<file path="config.mk">
export PLATFORM = sky130hd
export DESIGN_NAME = input_keypad
export DESIGN_NICKNAME = d
export VERILOG_FILES = /design/src/rtl/input_keypad_pkg.sv /design/src/rtl/input_keypad_encoder.sv /design/src/rtl/input_keypad.sv
export SDC_FILE = /design/constraint.sdc
export NUM_CORES = 1
export LEC_CHECK = 0
export ABC_AREA = 1
export CAP_MARGIN = 20
export CELL_PAD_IN_SITES_DETAIL_PLACEMENT = 0
export CELL_PAD_IN_SITES_GLOBAL_PLACEMENT = 1
export CORE_ASPECT_RATIO = 0.75
export CORE_MARGIN = 2
export CORE_UTILIZATION = 44
export CTS_CLUSTER_DIAMETER = 200
export DETAILED_ROUTE_END_ITERATION = 10
export GPL_TIMING_DRIVEN = 0
export PLACE_DENSITY = 0.84
export SETUP_SLACK_MARGIN = 0.2
export SLEW_MARGIN = 20
export SYNTH_ARGS = -nofsm -noshare
export SYNTH_HDL_FRONTEND = slang
export SYNTH_SLANG_ARGS = --single-unit
</file>
<file path="constraint.sdc">
create_clock -name Clock -period 3.9 [get_ports Clock]
set_clock_uncertainty 0.2 [all_clocks]
set_input_delay 0.975 -clock Clock [delete_from_list [all_inputs] [get_ports Clock]]
set_output_delay 0.975 -clock Clock [all_outputs]
set_load 0.05 [all_outputs]
</file>
<file path="src/rtl/input_keypad_pkg.sv">
// Shared definitions for the keypad front end: command codes, payload
// widths and the debounce state encoding.

`ifndef INPUT_INTERFACE_V
`define INPUT_INTERFACE_V
`define ID_N    4
`define IC_N    3
`define IC_NONE 3'd0
`define IC_NUM  3'd1
`define IC_OP   3'd2
`define IC_EQU  3'd3
`define IC_CLR  3'd4
`endif

package input_keypad_pkg;

  localparam int ID_N = `ID_N;
  localparam int IC_N = `IC_N;

  // Key event command toward the calculator core.
  typedef enum logic [IC_N-1:0] {
    IC_NONE = `IC_NONE,
    IC_NUM  = `IC_NUM,
    IC_OP   = `IC_OP,
    IC_EQU  = `IC_EQU,
    IC_CLR  = `IC_CLR
  } ic_e;

  // Debounce state machine states.
  typedef enum logic [1:0] {
    ST_RELEASED,
    ST_DEB_PRESS,
    ST_PRESSED,
    ST_DEB_RELEASE
  } deb_state_e;

endpackage

</file>
<file path="src/rtl/input_keypad_encoder.sv">
// Combinational map from a 4x4 key index (4*row + col) to a calculator
// command and payload.

module input_keypad_encoder
  import input_keypad_pkg::*;
(
  input  logic [3:0]      i_key,
  output ic_e             o_cmd,
  output logic [ID_N-1:0] o_data
);

  // Decode the key index; the digit pads follow a 3-wide phone layout.
  always_comb begin
    // NOTE: every output gets a default before the case so no path can
    // leave it unassigned and infer a latch.
    o_cmd  = IC_NONE;
    o_data = '0;
    case (i_key)
      4'd3:  begin o_cmd = IC_OP;  o_data = 4'd0; end
      4'd7:  begin o_cmd = IC_OP;  o_data = 4'd1; end
      4'd11: begin o_cmd = IC_OP;  o_data = 4'd2; end
      4'd15: begin o_cmd = IC_OP;  o_data = 4'd3; end
      4'd12: begin o_cmd = IC_CLR; o_data = 4'd0; end
      4'd13: begin o_cmd = IC_NUM; o_data = 4'd0; end
      4'd14: begin o_cmd = IC_EQU; o_data = 4'd0; end
      default: begin
        // Rows 0..2, columns 0..2 carry digits 1..9 as row*3 + col + 1.
        o_cmd  = IC_NUM;
        o_data = ({2'b00, i_key[3:2]} * 4'd3) + {2'b00, i_key[1:0]} + 4'd1;
      end
    endcase
  end

endmodule

</file>
<file path="src/rtl/input_keypad.sv">
// 4x4 matrix keypad scanner: synchronises the row lines, walks an
// active-low column strobe, classifies each full frame, debounces over
// DEB_FRAMES frames and emits a single-cycle command per accepted press.

module input_keypad
  import input_keypad_pkg::*;
#(
  parameter int SCAN_DIV   = 50000,
  parameter int DEB_FRAMES = 4
) (
  input  logic            Clock,
  input  logic            Reset,
  input  logic [0:3]      ROW,
  output logic [0:3]      COL,
  output logic [ID_N-1:0] data,
  output logic [IC_N-1:0] cmd
);

  localparam int DW = $clog2(SCAN_DIV);
  localparam int CW = $clog2(DEB_FRAMES + 1);
  localparam logic [DW-1:0] DWELL_LAST = DW'(SCAN_DIV - 1);
  localparam logic [CW-1:0] DEB_N      = CW'(DEB_FRAMES);

  logic [0:3]    r_row_s1, r_row_s2;
  logic [DW-1:0] r_dwell;
  logic [1:0]    r_col;
  logic [1:0]    r_hits;       // contacts so far this frame, saturates at 2
  logic [3:0]    r_key;        // index of the last contact seen this frame
  deb_state_e    r_state, w_state_nxt;
  logic [CW-1:0] r_count, w_count_nxt, w_count_inc;
  logic [3:0]    r_cand, w_cand_nxt;
  ic_e           r_cmd, w_enc_cmd;
  logic [ID_N-1:0] r_data, w_enc_data;

  logic          w_dwell_last, w_frame_end, w_emit, w_frame_key;
  logic [2:0]    w_col_hits, w_sum;
  logic [3:0]    w_col_key, w_key_tot;
  logic [1:0]    w_hits_tot;

  // Two-flop synchroniser for the asynchronous row inputs (idle = pulled up).
  always_ff @(posedge Clock or negedge Reset) begin
    if (!Reset) begin
      r_row_s1 <= 4'b1111;
      r_row_s2 <= 4'b1111;
    end else begin
      // NOTE: non-blocking assignments make both stages sample the old
      // values together, giving a true two-stage pipeline.
      r_row_s1 <= ROW;
      r_row_s2 <= r_row_s1;
    end
  end

  assign w_dwell_last = (r_dwell == DWELL_LAST);
  assign w_frame_end  = w_dwell_last && (r_col == 2'd3);

  // Column dwell timer; the 2-bit column index wraps 3 -> 0 on its own.
  always_ff @(posedge Clock or negedge Reset) begin
    if (!Reset) begin
      r_dwell <= '0;
      r_col   <= 2'd0;
    end else if (w_dwell_last) begin
      r_dwell <= '0;
      r_col   <= r_col + 2'd1;
    end else begin
      r_dwell <= r_dwell + 1'b1;
    end
  end

  // Drive exactly one column low.
  always_comb begin
    COL        = 4'b1111;
    COL[r_col] = 1'b0;
  end

  // Contacts seen on the currently driven column.
  always_comb begin
    w_col_hits = 3'd0;
    w_col_key  = 4'd0;
    for (int r = 0; r < 4; r++) begin
      if (!r_row_s2[r]) begin
        w_col_hits = w_col_hits + 3'd1;
        w_col_key  = {r[1:0], r_col};
      end
    end
  end

  assign w_sum       = {1'b0, r_hits} + w_col_hits;
  assign w_hits_tot  = (w_sum >= 3'd2) ? 2'd2 : w_sum[1:0];
  assign w_key_tot   = (w_col_hits != 3'd0) ? w_col_key : r_key;
  // A MULTI frame is indistinguishable from NONE to the debouncer.
  assign w_frame_key = (w_hits_tot == 2'd1);
  assign w_count_inc = r_count + 1'b1;

  // Per-frame contact accumulator, cleared as each frame is handed over.
  always_ff @(posedge Clock or negedge Reset) begin
    if (!Reset) begin
      r_hits <= 2'd0;
      r_key  <= 4'd0;
    end else if (w_frame_end) begin
      r_hits <= 2'd0;
      r_key  <= 4'd0;
    end else if (w_dwell_last) begin
      r_hits <= w_hits_tot;
      r_key  <= w_key_tot;
    end
  end

  // Debounce next-state logic, evaluated once per completed frame.
  always_comb begin
    w_state_nxt = r_state;
    w_count_nxt = r_count;
    w_cand_nxt  = r_cand;
    w_emit      = 1'b0;
    if (w_frame_end) begin
      case (r_state)
        ST_RELEASED: begin
          if (w_frame_key) begin
            w_cand_nxt  = w_key_tot;
            w_count_nxt = CW'(1);
            if (DEB_FRAMES == 1) begin
              w_state_nxt = ST_PRESSED;
              w_emit      = 1'b1;
            end else begin
              w_state_nxt = ST_DEB_PRESS;
            end
          end
        end
        ST_DEB_PRESS: begin
          if (w_frame_key && (w_key_tot == r_cand)) begin
            w_count_nxt = w_count_inc;
            if (w_count_inc == DEB_N) begin
              w_state_nxt = ST_PRESSED;
              w_emit      = 1'b1;
            end
          end else if (w_frame_key) begin
            w_cand_nxt  = w_key_tot;
            w_count_nxt = CW'(1);
          end else begin
            w_state_nxt = ST_RELEASED;
            w_count_nxt = '0;
          end
        end
        ST_PRESSED: begin
          if (!w_frame_key) begin
            if (DEB_FRAMES == 1) begin
              w_state_nxt = ST_RELEASED;
              w_count_nxt = '0;
            end else begin
              w_state_nxt = ST_DEB_RELEASE;
              w_count_nxt = CW'(1);
            end
          end
        end
        ST_DEB_RELEASE: begin
          if (w_frame_key) begin
            w_state_nxt = ST_PRESSED;
          end else begin
            w_count_nxt = w_count_inc;
            if (w_count_inc == DEB_N) begin
              w_state_nxt = ST_RELEASED;
              w_count_nxt = '0;
            end
          end
        end
        default: w_state_nxt = ST_RELEASED;
      endcase
    end
  end

  // Debounce state register.
  always_ff @(posedge Clock or negedge Reset) begin
    if (!Reset) begin
      r_state <= ST_RELEASED;
      r_count <= '0;
      r_cand  <= 4'd0;
    end else begin
      r_state <= w_state_nxt;
      r_count <= w_count_nxt;
      r_cand  <= w_cand_nxt;
    end
  end

  input_keypad_encoder u_encoder (
    .i_key  (w_key_tot),
    .o_cmd  (w_enc_cmd),
    .o_data (w_enc_data)
  );

  // Registered single-cycle event output; idle value is NONE with zero data.
  always_ff @(posedge Clock or negedge Reset) begin
    if (!Reset) begin
      r_cmd  <= IC_NONE;
      r_data <= '0;
    end else if (w_emit) begin
      r_cmd  <= w_enc_cmd;
      r_data <= w_enc_data;
    end else begin
      r_cmd  <= IC_NONE;
      r_data <= '0;
    end
  end

  assign cmd  = r_cmd;
  assign data = r_data;

endmodule
</file>
==> results_dict.tcl <==
set metrics [dict create \
    fin_crit_sh_pct 90.57 \
    synth_compound_area_share_pct 5.230 \
    multiInputGateArea_sq_um 1444 \
    finish.utilization_pct 53.30 \
    grt_first_pass_wirelength_um 9087 \
    synthXorXnorAreaFrac_pct 2.172 \
    synth_mux_area_share_pct 0 \
    dominant_combinational_cell_family_by_area_after_synthesis "simple AND/OR/NAND/NOR gates" \
    max_freq_mhz 283.1 \
    critPathKind "reg -> reg" \
    synth.distinct_cells 32 \
    internal_power_consumption_uw 704.2 \
    syn-cell-area_sq_um 2823 \
    count_of_clock_tree_sinks 48 \
    seqPwrFrac_pct 51.8 \
    syn_to_final_growth_pct 18.13 \
    numCtsBuffers 5 \
    final_layout_size_suffix_gt1_share_pct 17.57 \
    routed_via_density 4.868 \
    synth_flop_cell "sky130_fd_sc_hd__dfrtp_1" \
    hold_viol 0 \
    crit_path_start "r_row_s2[1]" \
    rrSetupSlack_ns 0.37 \
    clkSlewWorstSetupHoldPaths_ns 0.09 \
    worst_ep_required_ns 3.93 \
    vias 2278 \
    clock_tree.htree_level_count 2 \
    drt_pre_antenna_iters 4 \
    synth_fp_nets 378 \
    r2r-end "data[1]" \
    ant_nets 0 \
    p_leak_nw 1.687 \
    finalWeightedCongestion 0.8207 \
    pwr-share-clk_pct 29.7 \
    combPwrFrac_pct 18.6 \
    buffer_ports.inserted 16 \
    slew_violations 0 \
    core.rowCount 25 \
    full_die_area_sq_um 7079 \
    timing.setup.tns_ns 0 \
    first_global_vias 2016 \
    synth.most_common_cell "sky130_fd_sc_hd__nand2_1" \
    timing.critical_path.to "data[1]" \
    hold_path.class "reg -> reg" \
    grt_remaining_overflow 0 \
    post-place-cells 453 \
    peakVddDrop_uv 202.1 \
    final-setup-viol-count 0 \
    synth_enable_flop_cells 0 \
    minimum_hold_slack_ns 0.1590 \
    synth-async-reset-ratio_pct 100.0 \
    drt_drc_violations_left 0 \
    cp-end-kind "flip-flop" \
    dpl.hpwl_um 3989 \
    aggregate_routed_wire_length_um 5453 \
    die_width_um 96.49 \
    io_pins 17 \
    r2r_start "r_row_s2[1]" \
    layout.filler_cells 628 \
    finish.net_count 409 \
    ys_ff_latch 48 \
    cts.path.max_buffers 2 \
    crit_arrival_ns 3.56 \
    synth_top_cells_by_count "85 x sky130_fd_sc_hd__nand2_1, 63 x sky130_fd_sc_hd__inv_1, 40 x sky130_fd_sc_hd__dfrtp_1, 28 x sky130_fd_sc_hd__nand3_1, 27 x sky130_fd_sc_hd__nor2_1" \
    critical_path_peak_fanout 7 \
    fin_crit_ns 3.532 \
    yosysWarnings 0 \
    maxCapViolCount 0 \
    power_density_nw_per_um2 294.5 \
    worst_setup_path_start_kind "flip-flop" \
    wl_per_cell_um 11.65 \
    grt_setup_unrepaired "no" \
    cts-root-buf "sky130_fd_sc_hd__clkbuf_8" \
    clock_insertion_delay_worst_skew_ns 0.29 \
    number_of_cell_instances_on_the_worst_register_to_register_path 18 \
    tritoncts "done" \
    initial_standard_cell_utilization_of_the_core_pct 45.12 \
    floorplan.die.height_um 73.37 \
    detailedRoute.firstIterationViolations 77 \
    synthesis.area_per_instance_sq_um 7.951 \
    final-seq-area_sq_um 1211 \
    sw_frac_of_total_pct 28.29 \
    p_switching_uw 277.8 \
    post_synth_fa_ha_maj_area_fraction_pct 8.067 \
    synth_top_cell_by_area "sky130_fd_sc_hd__dfrtp_1" \
    synth_top_cell_area_share_pct 35.46 \
    instances_no_fill 468 \
    synth.yosys.seq_area_share_pct 42.91 \
    slew_at_the_pin_with_the_worst_max_slew_slack_ns 0.4903 \
    core_footprint_sq_um 6256 \
    run_status "complete, no violations" \
    timing.slew.headroom_pct 67.01 \
    netlist_instances 355 \
    area_fraction_in_and_or_nand_and_nor_cells_after_synthesis_pct 32.31 \
    largest_net_degree_at_the_start_of_global_routing 30 \
    track_usage_pct 16.45 \
    post_synth_main_area_contributors "sky130_fd_sc_hd__dfrtp_1 35%, sky130_fd_sc_hd__nand2_1 11%, sky130_fd_sc_hd__inv_1 8.4%, sky130_fd_sc_hd__dfstp_2 7.4%, sky130_fd_sc_hd__ha_1 6.6%" \
    totalPowerFinal_uw 981.9 \
    num_antenna_cells 0 \
    antenna_found_initial 0 \
]
-- per-layer routing --
layer	GRT usage (%)	wire length (um)	part of all wire, %	vias to the layer above
li1	-	-	-	1190
met1	24.44	2880	53	1060
met2	24.92	2407	44	23
met3	2.872	121	2.2	5
met4	4.382	44	0.81	0
met5	0	0	0	-
-- state kept, by name, summed over array words and instances, names as in the netlist --
| signal | cells |
|---|---|
| r_state | 2 |
| data | 4 |
| r_count | 3 |
| r_row_s2 | 4 |
| r_col | 2 |
| r_row_s1 | 4 |
| r_dwell | 16 |
| cmd | 3 |
| r_key | 4 |
| r_hits | 2 |
| r_cand | 4 |
-- worst max-delay path: stages, from the launching register on --
cell and delay (ns):
sky130_fd_sc_hd__dfstp_2 0.55, sky130_fd_sc_hd__inv_2 0.06, sky130_fd_sc_hd__ha_4 0.27, sky130_fd_sc_hd__inv_1 0.05
sky130_fd_sc_hd__nand2_2 0.08, sky130_fd_sc_hd__nand2_2 0.05, sky130_fd_sc_hd__ha_1 0.29, sky130_fd_sc_hd__or2_4 0.26
sky130_fd_sc_hd__nand2_4 0.11, sky130_fd_sc_hd__nand3_4 0.12, sky130_fd_sc_hd__nand2_4 0.13, sky130_fd_sc_hd__nand2_8 0.07
sky130_fd_sc_hd__xnor2_1 0.12, sky130_fd_sc_hd__ha_1 0.33, sky130_fd_sc_hd__inv_2 0.06, sky130_fd_sc_hd__fa_1 0.41
sky130_fd_sc_hd__o22ai_2 0.13, sky130_fd_sc_hd__inv_1 0.07, sky130_fd_sc_hd__nor2_2 0.09
-- cells by family (layout without fill, tap and decap cells) --
group / after synthesis / in the layout
adders and majority gates: 17 / 17
DFF: 48 / 48
xor gates and xnor gates: 7 / 7
buffers and inverters: 70 / 102
AOI/OAI and AO/OA: 27 / 27
and+or+nand+nor: 186 / 186
-- power groups by stage --
stage	clock network, mW	logic [mW]	registers, mW
floorplan	0	0.116	0.517
global placement	0	0.151	0.518
detailed placement	0	0.155	0.518
CTS	0.304	0.161	0.508
global route	0.322	0.204	0.509
finish	0.291	0.182	0.508
-- worst min-delay path by stage --
stage	endpoint	slack [ns]	cells after the start	from
6_report	r_row_s2[2]	0.16	0	r_row_s1[2]
5_1_grt	r_row_s2[3]	0.16	0	r_row_s1[3]
4_1_cts	r_row_s2[2]	0.16	0	r_row_s1[2]
3_5_place_dp	r_row_s2[2]	0.15	0	r_row_s1[2]
3_3_place_gp	r_row_s2[2]	0.15	0	r_row_s1[2]
2_1_floorplan	r_row_s2[0]	0.15	0	r_row_s1[0]
-- repair_timing --
action,4_1_cts,5_1_grt
buffers inserted,2,5
resized for setup,3,20
endpoints found under the hold margin,0,0
endpoints found under the setup margin,16,16
pin swaps,3,14
cloned,0,0
hold buffers,0,0
-- through the flow --
stage | instance area (sq um) | setup WS [ns]
after global placement | 3084 | 0.1311
after floorplan | 2823 | 0.4153
after detailed placement | 3099 | 0.1102
after global routing | 3334 | 0.2113
final | 3334 | 0.3676
after CTS | 3223 | 0.1978
-- placed cells by master (no fill, tap or decap), types with 5 or more instances in the layout --
cell type and instances:
sky130_fd_sc_hd__nor2_1 27, sky130_fd_sc_hd__nand2_2 7, sky130_fd_sc_hd__ha_1 14, sky130_fd_sc_hd__nor3_1 7, sky130_fd_sc_hd__nand3_1 27, sky130_fd_sc_hd__clkbuf_8 5
sky130_fd_sc_hd__buf_4 7, sky130_fd_sc_hd__nand2_4 5, sky130_fd_sc_hd__inv_1 59, sky130_fd_sc_hd__nor2_2 7, sky130_fd_sc_hd__o21ai_0 11, sky130_fd_sc_hd__nand4_1 11
sky130_fd_sc_hd__nand2_1 80, sky130_fd_sc_hd__clkdlybuf4s50_1 15, sky130_fd_sc_hd__dfrtp_1 40, sky130_fd_sc_hd__dfstp_2 8, sky130_fd_sc_hd__inv_2 8, sky130_fd_sc_hd__a21oi_1 8
-- area by class of cell --
type,count,area share (%)
clock inverter,1,0.2627
inverter,69,7.842
sequential,48,36.32
buffer,1,0.1126
multi-input combinational,237,43.30
timing repair buffer,24,6.829
clock buffer,7,2.289
tap,81,3.039
Note: power is estimated with default switching activity, not from simulation.
